===== src/rtl/mdu_sequencer_if.sv =====
// rtl/mdu_sequencer_if.sv - request/result bundle between a CPU pipeline and the mult/div sequencer
// Signals:
//   Req    exception/interrupt request, blocks acceptance in its cycle
//   Start  launch mult/multu/div/divu selected by MDUOp
//   MDUOp  0 none, 1 mult, 2 multu, 3 div, 4 divu, 5 mthi, 6 mtlo, 7 mfhi, 8 mflo
//   D1     rs operand (multiplicand, dividend, mthi/mtlo data)
//   D2     rt operand (multiplier, divisor)
//   Busy   operation in flight
//   Done   one-cycle pulse when new HI/LO become visible
//   HI/LO  architectural HI/LO registers
interface mdu_sequencer_if;
  logic        Req;
  logic        Start;
  logic [3:0]  MDUOp;
  logic [31:0] D1;
  logic [31:0] D2;
  logic        Busy;
  logic        Done;
  logic [31:0] HI;
  logic [31:0] LO;

  modport master (
    output Req, Start, MDUOp, D1, D2,
    input  Busy, Done, HI, LO
  );

  modport slave (
    input  Req, Start, MDUOp, D1, D2,
    output Busy, Done, HI, LO
  );
endinterface


===== src/rtl/mdu_sequencer.sv =====
// rtl/mdu_sequencer.sv - 32-cycle radix-2 multiply/divide unit with architectural HI/LO
// Ports:
//   clk    single clock, rising edge
//   reset  asynchronous active-high reset
//   bus    mdu_sequencer_if.slave: Req/Start/MDUOp/D1/D2 in, Busy/Done/HI/LO out
// Operations work on magnitudes; signs are re-applied in the single FIX cycle.
module mdu_sequencer (
  input logic            clk,
  input logic            reset,
  mdu_sequencer_if.slave bus
);

  typedef enum logic [1:0] {
    IDLE = 2'd0,
    RUN  = 2'd1,
    FIX  = 2'd2
  } state_t;

  state_t      state;
  logic [5:0]  cnt;
  logic        is_div;
  logic        neg_lo;    // product sign for multiply, quotient sign for divide
  logic        neg_hi;    // remainder sign (follows the dividend)
  logic        div_zero;
  logic [31:0] opb;       // multiplicand or divisor magnitude
  logic [63:0] acc;       // mult: {partial, multiplier}; div: {remainder, dividend/quotient}
  logic [31:0] hi_r;
  logic [31:0] lo_r;
  logic        done_r;

  logic        op_valid;
  logic        op_signed;
  logic        accept;
  logic [31:0] mag1;
  logic [31:0] mag2;

  assign op_valid  = (bus.MDUOp >= 4'd1) && (bus.MDUOp <= 4'd4);
  assign op_signed = (bus.MDUOp == 4'd1) || (bus.MDUOp == 4'd3);
  assign accept    = (state == IDLE) && bus.Start && !bus.Req && op_valid;
  // 0x80000000 maps to itself, which is the correct unsigned magnitude.
  assign mag1      = (op_signed && bus.D1[31]) ? -bus.D1 : bus.D1;
  assign mag2      = (op_signed && bus.D2[31]) ? -bus.D2 : bus.D2;

  // Multiply step: conditionally add multiplicand to the upper half, then shift
  // the 65-bit {carry, acc} right by one.
  logic [32:0] mul_sum;
  logic [63:0] mul_next;
  assign mul_sum  = {1'b0, acc[63:32]} + (acc[0] ? {1'b0, opb} : 33'd0);
  assign mul_next = {mul_sum, acc[31:1]};

  // Divide step: shifted remainder is 33 bits wide; when it is >= divisor the
  // true difference is below 2^32, so the low 32 bits of the subtraction suffice.
  logic        div_ge;
  logic [31:0] div_sub;
  logic [63:0] div_next;
  assign div_ge   = acc[63:31] >= {1'b0, opb};
  assign div_sub  = acc[62:31] - opb;
  assign div_next = div_ge ? {div_sub, acc[30:0], 1'b1} : {acc[62:0], 1'b0};

  logic [63:0] prod_fix;
  logic [31:0] quo_fix;
  logic [31:0] rem_fix;
  assign prod_fix = neg_lo ? -acc : acc;
  assign quo_fix  = neg_lo ? -acc[31:0] : acc[31:0];
  assign rem_fix  = neg_hi ? -acc[63:32] : acc[63:32];

  always_ff @(posedge clk or posedge reset) begin
    if (reset) begin
      state    <= IDLE;
      cnt      <= 6'd0;
      is_div   <= 1'b0;
      neg_lo   <= 1'b0;
      neg_hi   <= 1'b0;
      div_zero <= 1'b0;
      opb      <= 32'd0;
      acc      <= 64'd0;
      hi_r     <= 32'd0;
      lo_r     <= 32'd0;
      done_r   <= 1'b0;
    end else begin
      done_r <= 1'b0;
      case (state)
        IDLE: begin
          // Register moves are independent of Start.
          if (!bus.Req) begin
            if (bus.MDUOp == 4'd5) hi_r <= bus.D1;
            if (bus.MDUOp == 4'd6) lo_r <= bus.D1;
          end
          if (accept) begin
            state    <= RUN;
            cnt      <= 6'd0;
            is_div   <= (bus.MDUOp >= 4'd3);
            neg_lo   <= op_signed && (bus.D1[31] ^ bus.D2[31]);
            neg_hi   <= op_signed && bus.D1[31];
            div_zero <= (bus.D2 == 32'd0);
            if (bus.MDUOp >= 4'd3) begin
              opb <= mag2;
              acc <= {32'd0, mag1};
            end else begin
              opb <= mag1;
              acc <= {32'd0, mag2};
            end
          end
        end
        RUN: begin
          acc <= is_div ? div_next : mul_next;
          cnt <= cnt + 6'd1;
          if (cnt == 6'd31) state <= FIX;
        end
        FIX: begin
          state  <= IDLE;
          done_r <= 1'b1;
          if (!is_div) begin
            hi_r <= prod_fix[63:32];
            lo_r <= prod_fix[31:0];
          end else if (!div_zero) begin
            hi_r <= rem_fix;
            lo_r <= quo_fix;
          end
        end
        default: state <= IDLE;
      endcase
    end
  end

  assign bus.Busy = (state != IDLE);
  assign bus.Done = done_r;
  assign bus.HI   = hi_r;
  assign bus.LO   = lo_r;

endmodule


===== src/flat_wrapper.sv =====
// flat-port wrapper written by rule: the top's interface ports become plain ports
module mdu_sequencer_flat 
  (clk, reset, bus_Req, bus_Start, bus_MDUOp, bus_D1, bus_D2, bus_Busy, bus_Done, bus_HI, bus_LO);
  mdu_sequencer_if bus_i ();
  input logic clk;
  input logic reset;
  input wire logic [$bits(bus_i.Req)-1:0] bus_Req;
  input wire logic [$bits(bus_i.Start)-1:0] bus_Start;
  input wire logic [$bits(bus_i.MDUOp)-1:0] bus_MDUOp;
  input wire logic [$bits(bus_i.D1)-1:0] bus_D1;
  input wire logic [$bits(bus_i.D2)-1:0] bus_D2;
  output wire logic [$bits(bus_i.Busy)-1:0] bus_Busy;
  output wire logic [$bits(bus_i.Done)-1:0] bus_Done;
  output wire logic [$bits(bus_i.HI)-1:0] bus_HI;
  output wire logic [$bits(bus_i.LO)-1:0] bus_LO;
  assign bus_i.Req = bus_Req;
  assign bus_i.Start = bus_Start;
  assign bus_i.MDUOp = bus_MDUOp;
  assign bus_i.D1 = bus_D1;
  assign bus_i.D2 = bus_D2;
  assign bus_Busy = bus_i.Busy;
  assign bus_Done = bus_i.Done;
  assign bus_HI = bus_i.HI;
  assign bus_LO = bus_i.LO;
  mdu_sequencer u_core (.clk(clk), .reset(reset), .bus(bus_i));
endmodule

===== config.mk =====
export PLATFORM = sky130hd
export DESIGN_NAME = mdu_sequencer_flat
export DESIGN_NICKNAME = d
export VERILOG_FILES = /design/src/rtl/mdu_sequencer_if.sv /design/src/rtl/mdu_sequencer.sv /design/src/flat_wrapper.sv
export SDC_FILE = /design/constraint.sdc
export NUM_CORES = 1
export LEC_CHECK = 0
export ABC_AREA = 1
export BUFFER_PORTS_ARGS = -buffer_cell sky130_fd_sc_hd__buf_2
export CAP_MARGIN = 20
export CORE_MARGIN = 2
export CORE_UTILIZATION = 34
export CTS_CLUSTER_DIAMETER = 100
export DETAILED_ROUTE_END_ITERATION = 8
export HOLD_SLACK_MARGIN = 0.1
export SYNTH_ARGS = -nofsm -noshare
export SYNTH_HDL_FRONTEND = slang
export SYNTH_SLANG_ARGS = --single-unit

===== constraint.sdc =====
create_clock -name clk -period 6.5 [get_ports clk]
set_input_delay 0.65 -clock clk [delete_from_list [all_inputs] [get_ports clk]]
set_output_delay 0.65 -clock clk [all_outputs]
set_load 0.01 [all_outputs]

==> reports/metrics.yaml <==
cts:
  clkSlewWorstSetupHoldPaths_ns: 0.08
  cts_buffer_depth: 2
  numClockSinks: 173
  post_cts_resize_count: 0
  postCtsHoldBufs: 0
  htreeDepth: 4
  cts_tree: "done"
  cts_setup_buffers: 0
  clkLatencyLatePin_ns: 0.47
  cts-root-buf: "clkbuf_16"
  numCtsBuffers: 17
synthesis:
  async_reset_ff_frac: 1.00
  syn_avg_cell_area_sq_um: 5.79
  ys_seq_area_frac: 0.236
  synth-seq-cells: 173
  syn_nets: 3304
  synth_cell_type_count: 52
  yosysWarnings: 0
  synth-edff-count: 0
  synthesis.area_sq_um: 18300
  synthFlopType: "dfrtp_1"
  syn_inst: 3161
power:
  power_leakage_nw: 10.3
  irDropWorstVdd_mv: 0.223
  power.density_nw_per_um2: 575
timing:
  layout_min_cycle_time_ns: 3.18
  hold-worst-slack_ns: 0.149
  rsz0062_at_grt: "no"
  fin_crit_sh: 0.489
  fin_skew_ns: 0.0154
  finalHoldViolations: 0
  setup_viol: 0
  timing.slew.headroom: 0.293
  achievable-frequency_mhz: 314
  tightest_slew_ns: 1.06
  slew_viol_final: 0
  setup_tns_ns: 0
hold_path:
  min_path_type: "in2async"
worst_setup_path:
  cp.arrival_ns: 3.55
  setup.worst_path.end_class: "register"
  worstPathRequired_ns: 6.87
  r2r-start: "u_core.acc[0]$_DFFE_PP0P_"
  worst_r2r_endpoint: "u_core.acc[61]$_DFFE_PP0P_"
  startpoint_type: "register"
  critPathMaxFanout: 32
  regToRegSetupSlack_ns: 3.32
  path_class: "reg2reg"
  r2r_cells: 18
die:
  start_util: 0.342
  coreArea_sq_um: 53500
  dieArea_sq_um: 55700
  ios: 138
  num_rows: 85
  die_w_microns: 236
  chipHeight_microns: 236
drt:
  antenna_left: 0
  wl_per_cell_microns: 20.6
  dr_total_vias: 21697
  dr.pass1.iters: 6
  drt_wl_total_microns: 81100
  drcViolationCount: 0
  drt_iter0_markers: 2795
  viasPerCell: 5.51
cells_and_area:
  multiInputGateArea_sq_um: 11800
  area_delta_synth_final_pct: 10.6
  layout-drive-gt1-share: 0.0774
  regArea_sq_um: 4330
  fill_cells: 6089
  finish.utilization: 0.379
  final_nets: 3373
grt:
  groute.usage.overall: 0.285
  overflow: 0
  grt_pass1_vias: 19441
  antenna_found_initial: 1
  grt_max_degree: 136
  grt_pass1_wl_microns: 120000
run_status:
  status: "finished clean"
placement:
  gp_congestion: 1.00
  place_hpwl_microns: 65100
  io_buffers: 137
job:
  cap_violations: 0
==> state kept, by name (all words and copies together), names as in the netlist <==
name	cells
u_core.neg_hi	1
u_core.div_zero	1
u_core.opb	32
u_core.cnt	6
u_core.state	2
u_core.is_div	1
u_core.neg_lo	1
u_core.bus.HI	32
u_core.bus.Done	1
u_core.acc	64
u_core.bus.LO	32
==> worst max path at each step <==
stage	to	slack (ns)	start
3_3_place_gp	u_core.acc[12]$_DFFE_PP0P_	3.46	bus_D1[1]
4_1_cts	u_core.acc[61]$_DFFE_PP0P_	3.42	u_core.acc[0]$_DFFE_PP0P_
6_report	u_core.acc[61]$_DFFE_PP0P_	3.32	u_core.acc[0]$_DFFE_PP0P_
3_5_place_dp	u_core.acc[61]$_DFFE_PP0P_	3.43	u_core.acc[0]$_DFFE_PP0P_
2_1_floorplan	u_core.acc[0]$_DFFE_PP0P_	1.16	reset
5_1_grt	u_core.acc[61]$_DFFE_PP0P_	3.07	u_core.acc[0]$_DFFE_PP0P_
==> Yosys cell counts (23+ instances only) <==
| master | instances | share of area |
|---|---|---|
| nand2_1 | 908 | 0.19 |
| inv_1 | 456 | 0.093 |
| ha_1 | 69 | 0.047 |
| buf_2 | 23 | 0.0063 |
| o211ai_1 | 33 | 0.014 |
| clkbuf_1 | 62 | 0.013 |
| nand4_1 | 49 | 0.017 |
| nor3_1 | 30 | 0.0082 |
| nand3_1 | 357 | 0.098 |
| a21oi_1 | 169 | 0.046 |
| nor2_1 | 418 | 0.086 |
| o21ai_0 | 152 | 0.042 |
| dfrtp_1 | 173 | 0.24 |
| xor2_1 | 43 | 0.021 |
| a31oi_1 | 40 | 0.014 |
==> cell type report <==
cell class / instances / share of cell area
Antenna cell: 1 / 0.000124
Clock buffer: 19 / 0.0224
Clock inverter: 13 / 0.0112
Inverter: 470 / 0.0874
Multi-Input combinational cell: 2413 / 0.581
Sequential cell: 173 / 0.214
Tap cell: 696 / 0.0430
Timing Repair Buffer: 155 / 0.0411
==> cells by family (layout without fill, tap and decap cells) <==
logic type	count (synthesis)	in the layout	synth area share
buffers and inverters	575	657	0.122
adder cells (fa/ha/maj)	71	71	0.0493
XOR/XNOR	48	48	0.0230
AND/OR/NAND/NOR	1826	1826	0.424
other	0	1	0
flip-flops	173	173	0.236
AO/OA/AOI/OAI	468	468	0.145
==> worst max-delay path, cell delays in order, from the launching register on <==
cell,delay [ns]
dfrtp_1,0.42
buf_4,0.37
nand2_1,0.11
inv_1,0.08
ha_1,0.25
inv_1,0.08
fa_1,0.41
inv_1,0.12
nand2_1,0.07
o21ai_2,0.24
nand2_1,0.11
nand2_1,0.09
nand2_1,0.08
nand2_1,0.18
nand3_1,0.12
nand3_1,0.09
nand3_1,0.08
nand3_1,0.11
nand2_1,0.06
==> per-layer routing <==
layer	wire, microns	vias to the layer above	GRT usage
met1	35400	10016	0.408
met3	8180	185	0.0483
met5	0	-	0
met4	3910	0	0.124
met2	33600	1164	0.418
li1	-	10332	-
==> where the power goes <==
group | switching (W) | internal (W) | total [W]
logic | 0.00543 | 0.00253 | 0.00796
registers | 0.000845 | 0.00162 | 0.00247
clock network | 0.000509 | 0.000714 | 0.00122
==> metrics by stage <==
step / cell area, sq um / std cells / setup WS, ns / power, W
floorplan: 18300 / 3161 / 1.16 / 0.00768
finish: 20300 / 3940 / 3.32 / 0.0117
global route: 20200 / 3939 / 3.07 / 0.0126
detailed placement: 19600 / 3907 / 3.43 / 0.0102
CTS: 20200 / 3939 / 3.42 / 0.0114
global placement: 19600 / 3907 / 3.46 / 0.0102
==> cell usage in the layout, fill, tap and decap left out, types with 8 or more instances in the layout <==
cell type  count
inv_1        455
o21ai_0      152
a22oi_1       15
xor2_1        43
clkbuf_16     17
ha_1          69
a31oi_1       40
buf_4         17
nor4_1         8
o21ai_1       16
o221ai_1      17
nor2_2        11
nand3b_1       8
nand2_2        8
nor2_1       416
buf_2        137
a21oi_1      169
nand4_1       49
dfrtp_1      172
inv_2         12
nand3_1      357
o211ai_1      33
nor3_1        30
nand2_1      908
Note: power is estimated with default switching activity, not from simulation.
